==> src/rtl/taxi_eth_phy_pkg.sv <==
// taxi_eth_phy_pkg: shared 10G PHY constants for 64b/66b block handling
package taxi_eth_phy_pkg;
  localparam int BLOCK_W = 66;
  localparam int SEQ_LEN = 33;
  localparam logic [5:0] STALL_SLOT = 6'(SEQ_LEN - 1);
  localparam logic [5:0] LAST_SLOT = STALL_SLOT - 6'd1;
  localparam logic [1:0] HDR_DATA = 2'b01;
  localparam logic [1:0] HDR_CTRL = 2'b10;
endpackage

==> src/rtl/taxi_eth_phy_10g_tx_gbx.sv <==
// taxi_eth_phy_10g_tx_gbx: 66b-to-64b TX gearbox, 32 blocks in, 33 words out per sequence
module taxi_eth_phy_10g_tx_gbx
  import taxi_eth_phy_pkg::*;
#(
  parameter int DATA_W = 64,
  parameter int HDR_W = 2
) (
  input  logic              clk,
  input  logic              rst_n,
  input  logic [DATA_W-1:0] in_data,
  input  logic              in_data_valid,
  input  logic [HDR_W-1:0]  in_hdr,
  input  logic              in_hdr_valid,
  output logic              gbx_req_sync,
  output logic              gbx_req_stall,
  input  logic              gbx_sync,
  output logic [DATA_W-1:0] out_data,
  output logic              out_data_valid,
  output logic              stat_overflow,
  output logic              stat_underflow,
  output logic              stat_sync_err
);
  localparam int BUF_W = 128;
  if (DATA_W != 64 || HDR_W != 2) begin : g_bad_width
    $error("taxi_eth_phy_10g_tx_gbx supports only DATA_W=64 and HDR_W=2");
  end
  logic [5:0] cnt, cnt_nxt;
  logic [6:0] occ, occ_nxt;
  logic [7:0] occ_app;
  logic [BUF_W-1:0] bit_buf, buf_app, buf_nxt;
  logic vld, blk_slot, accept, emit, underflow, overflow, sync_err;
  always_comb begin
    vld = in_data_valid && in_hdr_valid;
    blk_slot = cnt != STALL_SLOT;
    accept = blk_slot && vld;
    underflow = blk_slot && !vld;
    overflow = !blk_slot && vld;
    sync_err = vld && (gbx_sync != (cnt == 6'd0));
    buf_app = accept ? bit_buf | ({{(BUF_W-BLOCK_W){1'b0}}, in_data, in_hdr} << occ) : bit_buf;
    occ_app = {1'b0, occ} + (accept ? 8'(BLOCK_W) : 8'd0);
    emit = !underflow && occ_app >= 8'd64;
    buf_nxt = underflow ? '0 : emit ? buf_app >> DATA_W : buf_app;
    occ_nxt = underflow ? '0 : emit ? 7'(occ_app - 8'd64) : occ_app[6:0];
    // a missing block resyncs by jumping straight to the stall slot
    cnt_nxt = underflow ? STALL_SLOT : cnt == STALL_SLOT ? 6'd0 : cnt + 6'd1;
  end
  always_ff @(posedge clk) begin
    if (!rst_n) begin
      cnt <= STALL_SLOT;
      occ <= '0;
      bit_buf <= '0;
      out_data <= '0;
      out_data_valid <= 1'b0;
      gbx_req_sync <= 1'b1;
      gbx_req_stall <= 1'b0;
      stat_overflow <= 1'b0;
      stat_underflow <= 1'b0;
      stat_sync_err <= 1'b0;
    end else begin
      cnt <= cnt_nxt;
      occ <= occ_nxt;
      bit_buf <= buf_nxt;
      if (emit) out_data <= buf_app[DATA_W-1:0];
      out_data_valid <= emit;
      gbx_req_sync <= cnt_nxt == STALL_SLOT;
      gbx_req_stall <= cnt_nxt == LAST_SLOT;
      stat_overflow <= overflow;
      stat_underflow <= underflow;
      stat_sync_err <= sync_err;
    end
  end
endmodule

==> config.mk <==
export PLATFORM = sky130hd
export DESIGN_NAME = taxi_eth_phy_10g_tx_gbx
export DESIGN_NICKNAME = d
export VERILOG_FILES = /design/src/rtl/taxi_eth_phy_pkg.sv /design/src/rtl/taxi_eth_phy_10g_tx_gbx.sv
export SDC_FILE = /design/constraint.sdc
export NUM_CORES = 1
export LEC_CHECK = 0
export CORE_MARGIN = 1.5
export CORE_UTILIZATION = 34
export CTS_CLUSTER_DIAMETER = 60
export DETAILED_ROUTE_END_ITERATION = 10
export GPL_TIMING_DRIVEN = 0
export PLACE_DENSITY = 0.53
export SLEW_MARGIN = 20
export SYNTH_ARGS = -nofsm -noshare
export SYNTH_HDL_FRONTEND = slang
export SYNTH_SLANG_ARGS = --single-unit
==> constraint.sdc <==
create_clock -name clk -period 3.7 [get_ports clk]
set_clock_uncertainty 0.1 [all_clocks]
set_input_delay 0.74 -clock clk [delete_from_list [all_inputs] [get_ports clk]]
set_output_delay 0.74 -clock clk [all_outputs]
set_load 0.02 [all_outputs]
==> run summary <==
### Run status
- complete, but fails checks — status
- negative setup slack — violated checks

### Synthesis
- 1,513 — Synthesized Nets
- sky130_fd_sc_hd__dfxtp_1 33%, sky130_fd_sc_hd__mux4_2 12%, sky130_fd_sc_hd__mux2i_1 5.6%, sky130_fd_sc_hd__a21oi_1 5.3%, sky130_fd_sc_hd__nor2_1 5.3% — most area-consuming cells after synthesis
- 8.97 um2 — synthesized area per cell
- 0 — total of warnings raised by yosys
- 13.3% — share of synthesized cell area in and, or, nand and nor gates
- 0.407% — XOR/XNOR Fraction of Synth Area
- compound AO/OA/AOI/OAI gates — main combinational cell family by area after synthesis
- 210 — number of storage elements in the synthesis netlist
- sky130_fd_sc_hd__dfxtp_1 — cell type with the highest aggregate area in the netlist
- 0.291% — adder-cell share of the synthesized area
- 32.6% — fraction of post-synthesis cell area in the top cell type by area
- 12,900 um2 — summed instance area of the synthesized netlist
- 23.0% — share of cell area taken by muxes after synthesis
- 32.6% — sequential cell area fraction in the yosys report
- 82 — Distinct cells, synth
- 25.0% — area fraction in compound gates after synthesis
- 0% — Synth async-reset ratio
- 1,439 — number of standard cells after synthesis
- sky130_fd_sc_hd__dfxtp_1 — most frequently used flop master after synthesis
- 0 — number of flops mapped to enable cells by yosys

### Finish
- 43.8% — core utilization of the finished layout
- 8150 um2 — total area of multi-input combinational cells
- 27.1% — layout overhead on the synthesized area
- 209 x sky130_fd_sc_hd__dfxtp_1, 175 x sky130_fd_sc_hd__nor2_1, 140 x sky130_fd_sc_hd__clkdlybuf4s50_1, 135 x sky130_fd_sc_hd__a21oi_1, 103 x sky130_fd_sc_hd__o21ai_0 — commonest non-fill, non-tap cells in the layout
- 19.9% — share of post-route cells with drive strength above 1
- 3,760 — fillers
- 4210 um2 — FF+latch area
- 1,694 — final net count
- sky130_fd_sc_hd__dfxtp_1 — most frequent standard cell in the layout excluding fill and tap cells

### Global routing
- 16 — largest net degree at the start of global routing
- 0 — gr ovfl total
- 39.9% — overall track demand over capacity in global routing
- 13,218 — via count of the first global-routing pass
- 3 — number of antenna violations at the first check in global routing
- 108,000 um — first-pass GRT wire length

### Die
- 71 — Placement Rows
- 39,200 um2 — Die Area
- 198 um — x dimension of the die
- 141 — number of top-level design ports
- 34.4% — initial core utilization
- 37,500 um2 — Core Region
- 198 um — vertical die dimension

### CTS
- built — CTS tree
- 60 ps — clock-pin slew of the registers on the worst-case setup and hold paths
- 1 — level count of the clock H-tree
- 3 — Max clock buf depth
- 600 ps — insertion delay of the later-clocked pin in the worst-skew pair
- 210 — Sink Count
- sky130_fd_sc_hd__clkbuf_16 — clock root buffer master
- 29 — number of buffers added by the clock tree synthesis step

### Setup path
- compound AO/OA/AOI/OAI gates — CP delay by family, top
- 4020 ps — CP Data Required Time
- out_data[35] — CP endpoint
- flop — type of element launching the critical path
- 4050 ps — critical path arrival
- cnt[0] — reg2reg start
- out_data[35] — worst r2r dst
- 8 — critical path depth in cells
- sky130_fd_sc_hd__a311oi_1 — slowest stage cell on the critical path
- 2 — buffer and inverter count on the worst path
- cnt[0] — CP startpoint
- 860 ps — delay of the slowest cell on the worst path
- 10 — peak fanout along the critical path
- -30 ps — minimum setup slack among reg-to-reg paths
- flop — critical path capture point type
- inv_1, ha_2, or4b_4, o21ai_1, clkbuf_2, nor2_1, a311oi_1, a21oi_1 — critical path cell sequence
- 8 — cells on worst reg2reg path
- reg -> reg — Setup CP Type

### Routing
- 36.4 um — detail-routed net length per standard cell
- 0 — DR DRC count
- 78,300 um — drt total wl
- 5 — detailed-routing iteration count for the pre-antenna-repair pass
- 1,741 — initial drt markers
- 14,247 — vias post-DR
- 0 — Detail Route Antenna Nets
- 6.62 — via density per instance

### Placed design
- 1.01 — global placer's final weighted congestion
- 60,300 um — detailed placement HPWL
- 140 — buffers added on ports

### Power and ir drop
- 5.67 nW — Static Leakage
- 0.000386 V — peak supply drop
- 7.16 mW — total power draw
- 436 nW/um2 — total power divided by cell area

### Run
- 0 — max-cap violation count

### STA
- 1220 ps — Worst Max-Slew Pin Slew
- 101% — Final period util
- -66.2 ps — Total Neg Setup Slack
- 0 — final hold violations
- 3730 ps — shortest period the worst path allows
- 3 — number of setup violations in the final report
- 0 — Max Slew Vio Count
- -27.5 ps — min setup slack post-route
- 351 ps — Fin Hold WS
- no — unrepaired setup endpoints after global routing
- 0.268 GHz — Fmax
- 18.5% — Max-Slew Margin vs Limit

### Min path
- reg -> reg — kind of path behind the tightest hold check

[cells by family (layout without fill, tap and decap cells)]
group                      after synthesis  in the layout
adders and majority gates                3              3
other                                    0              1
muxes                                  202            202
buffers and inverters                  146            348
AOI/OAI and AO/OA                      494            494
xor gates and xnor gates                 6              6
and+or+nand+nor                        378            378
DFF                                    210            210
[layout make-up]
class	instances	share of cell area, %
diodes	1	0.0152
plain buffers	126	4.92
clock buffers	34	4.72
clock inverters	18	1.53
inverters	18	0.412
multi-input cells	1083	49.6
flip-flops and latches	210	25.6
well taps	511	3.89
repair buffers	152	9.25
[state kept, by name (all words and copies together) (netlist names)]
register / count
stat_underflow: 1
occ: 6
stat_sync_err: 1
out_data_valid: 1
stat_overflow: 1
bit_buf: 128
gbx_req_stall: 1
gbx_req_sync: 1
out_data: 64
cnt: 6
[tightest hold or removal path, cell delays in order (launching register included)]
cell	delay, ps
sky130_fd_sc_hd__dfxtp_1	310
sky130_fd_sc_hd__a21oi_1	40
sky130_fd_sc_hd__nor2_1	70
[synth_stat cells (all sizes together), types with 10 or more instances]
library cell / count
o22ai: 17
a221oi: 25
o221ai: 15
or2: 10
a21oi: 139
o21ai: 110
a211oi: 40
nand2b: 11
nand3: 24
dfxtp: 210
and3: 10
nand2: 73
mux2: 60
mux4: 70
and2: 16
inv: 16
nor3: 29
clkbuf: 75
buf: 53
nor2: 182
mux2i: 72
a31oi: 29
[what timing repair did]
action                                  CTS  global route
endpoints found under the setup margin  203           164
pin swaps                                 4             1
gates resized for setup                  88            30
setup buffers                             5             1
hold buffers                              0             0
hold endpoints to repair                  0             0
[through the flow]
stage                     worst slack [ps]  instances  cell area [um2]
after CTS                            -3.27       2153            16300
after detailed placement             -3790       2096            15000
after global placement               -3860       2090            15000
final                                -27.5       2153            16400
after global routing                  9.68       2152            16400
after floorplan                       70.5       1439            12900
[worst min-delay path by stage]
stage,from,endpoint,slack (ps),cells after the start
2_1_floorplan,bit_buf[108],bit_buf[108],320,2
3_3_place_gp,bit_buf[113],bit_buf[113],340,2
3_5_place_dp,bit_buf[127],bit_buf[127],340,2
4_1_cts,bit_buf[127],bit_buf[127],360,2
5_1_grt,bit_buf[125],bit_buf[125],380,2
6_report,bit_buf[127],bit_buf[127],350,2
[report_power, final]
group / internal (mW) / switching (mW) / leakage [nW]
Clock: 1.81 / 1.21 / 0.502
Sequential: 2.40 / 0.0676 / 1.71
Combinational: 0.604 / 1.07 / 3.46
Total: 4.81 / 2.35 / 5.67
[per-layer routing]
metal | up-vias | part of all wire (%) | global-route usage (%)
li1 | 5848 | - | -
met3 | 262 | 11 | 9.88
met1 | 7110 | 40 | 52.4
met2 | 1025 | 43 | 60.6
met5 | - | 0.013 | 0
met4 | 2 | 6.3 | 20.1
Power figures use the tool's default switching activity.
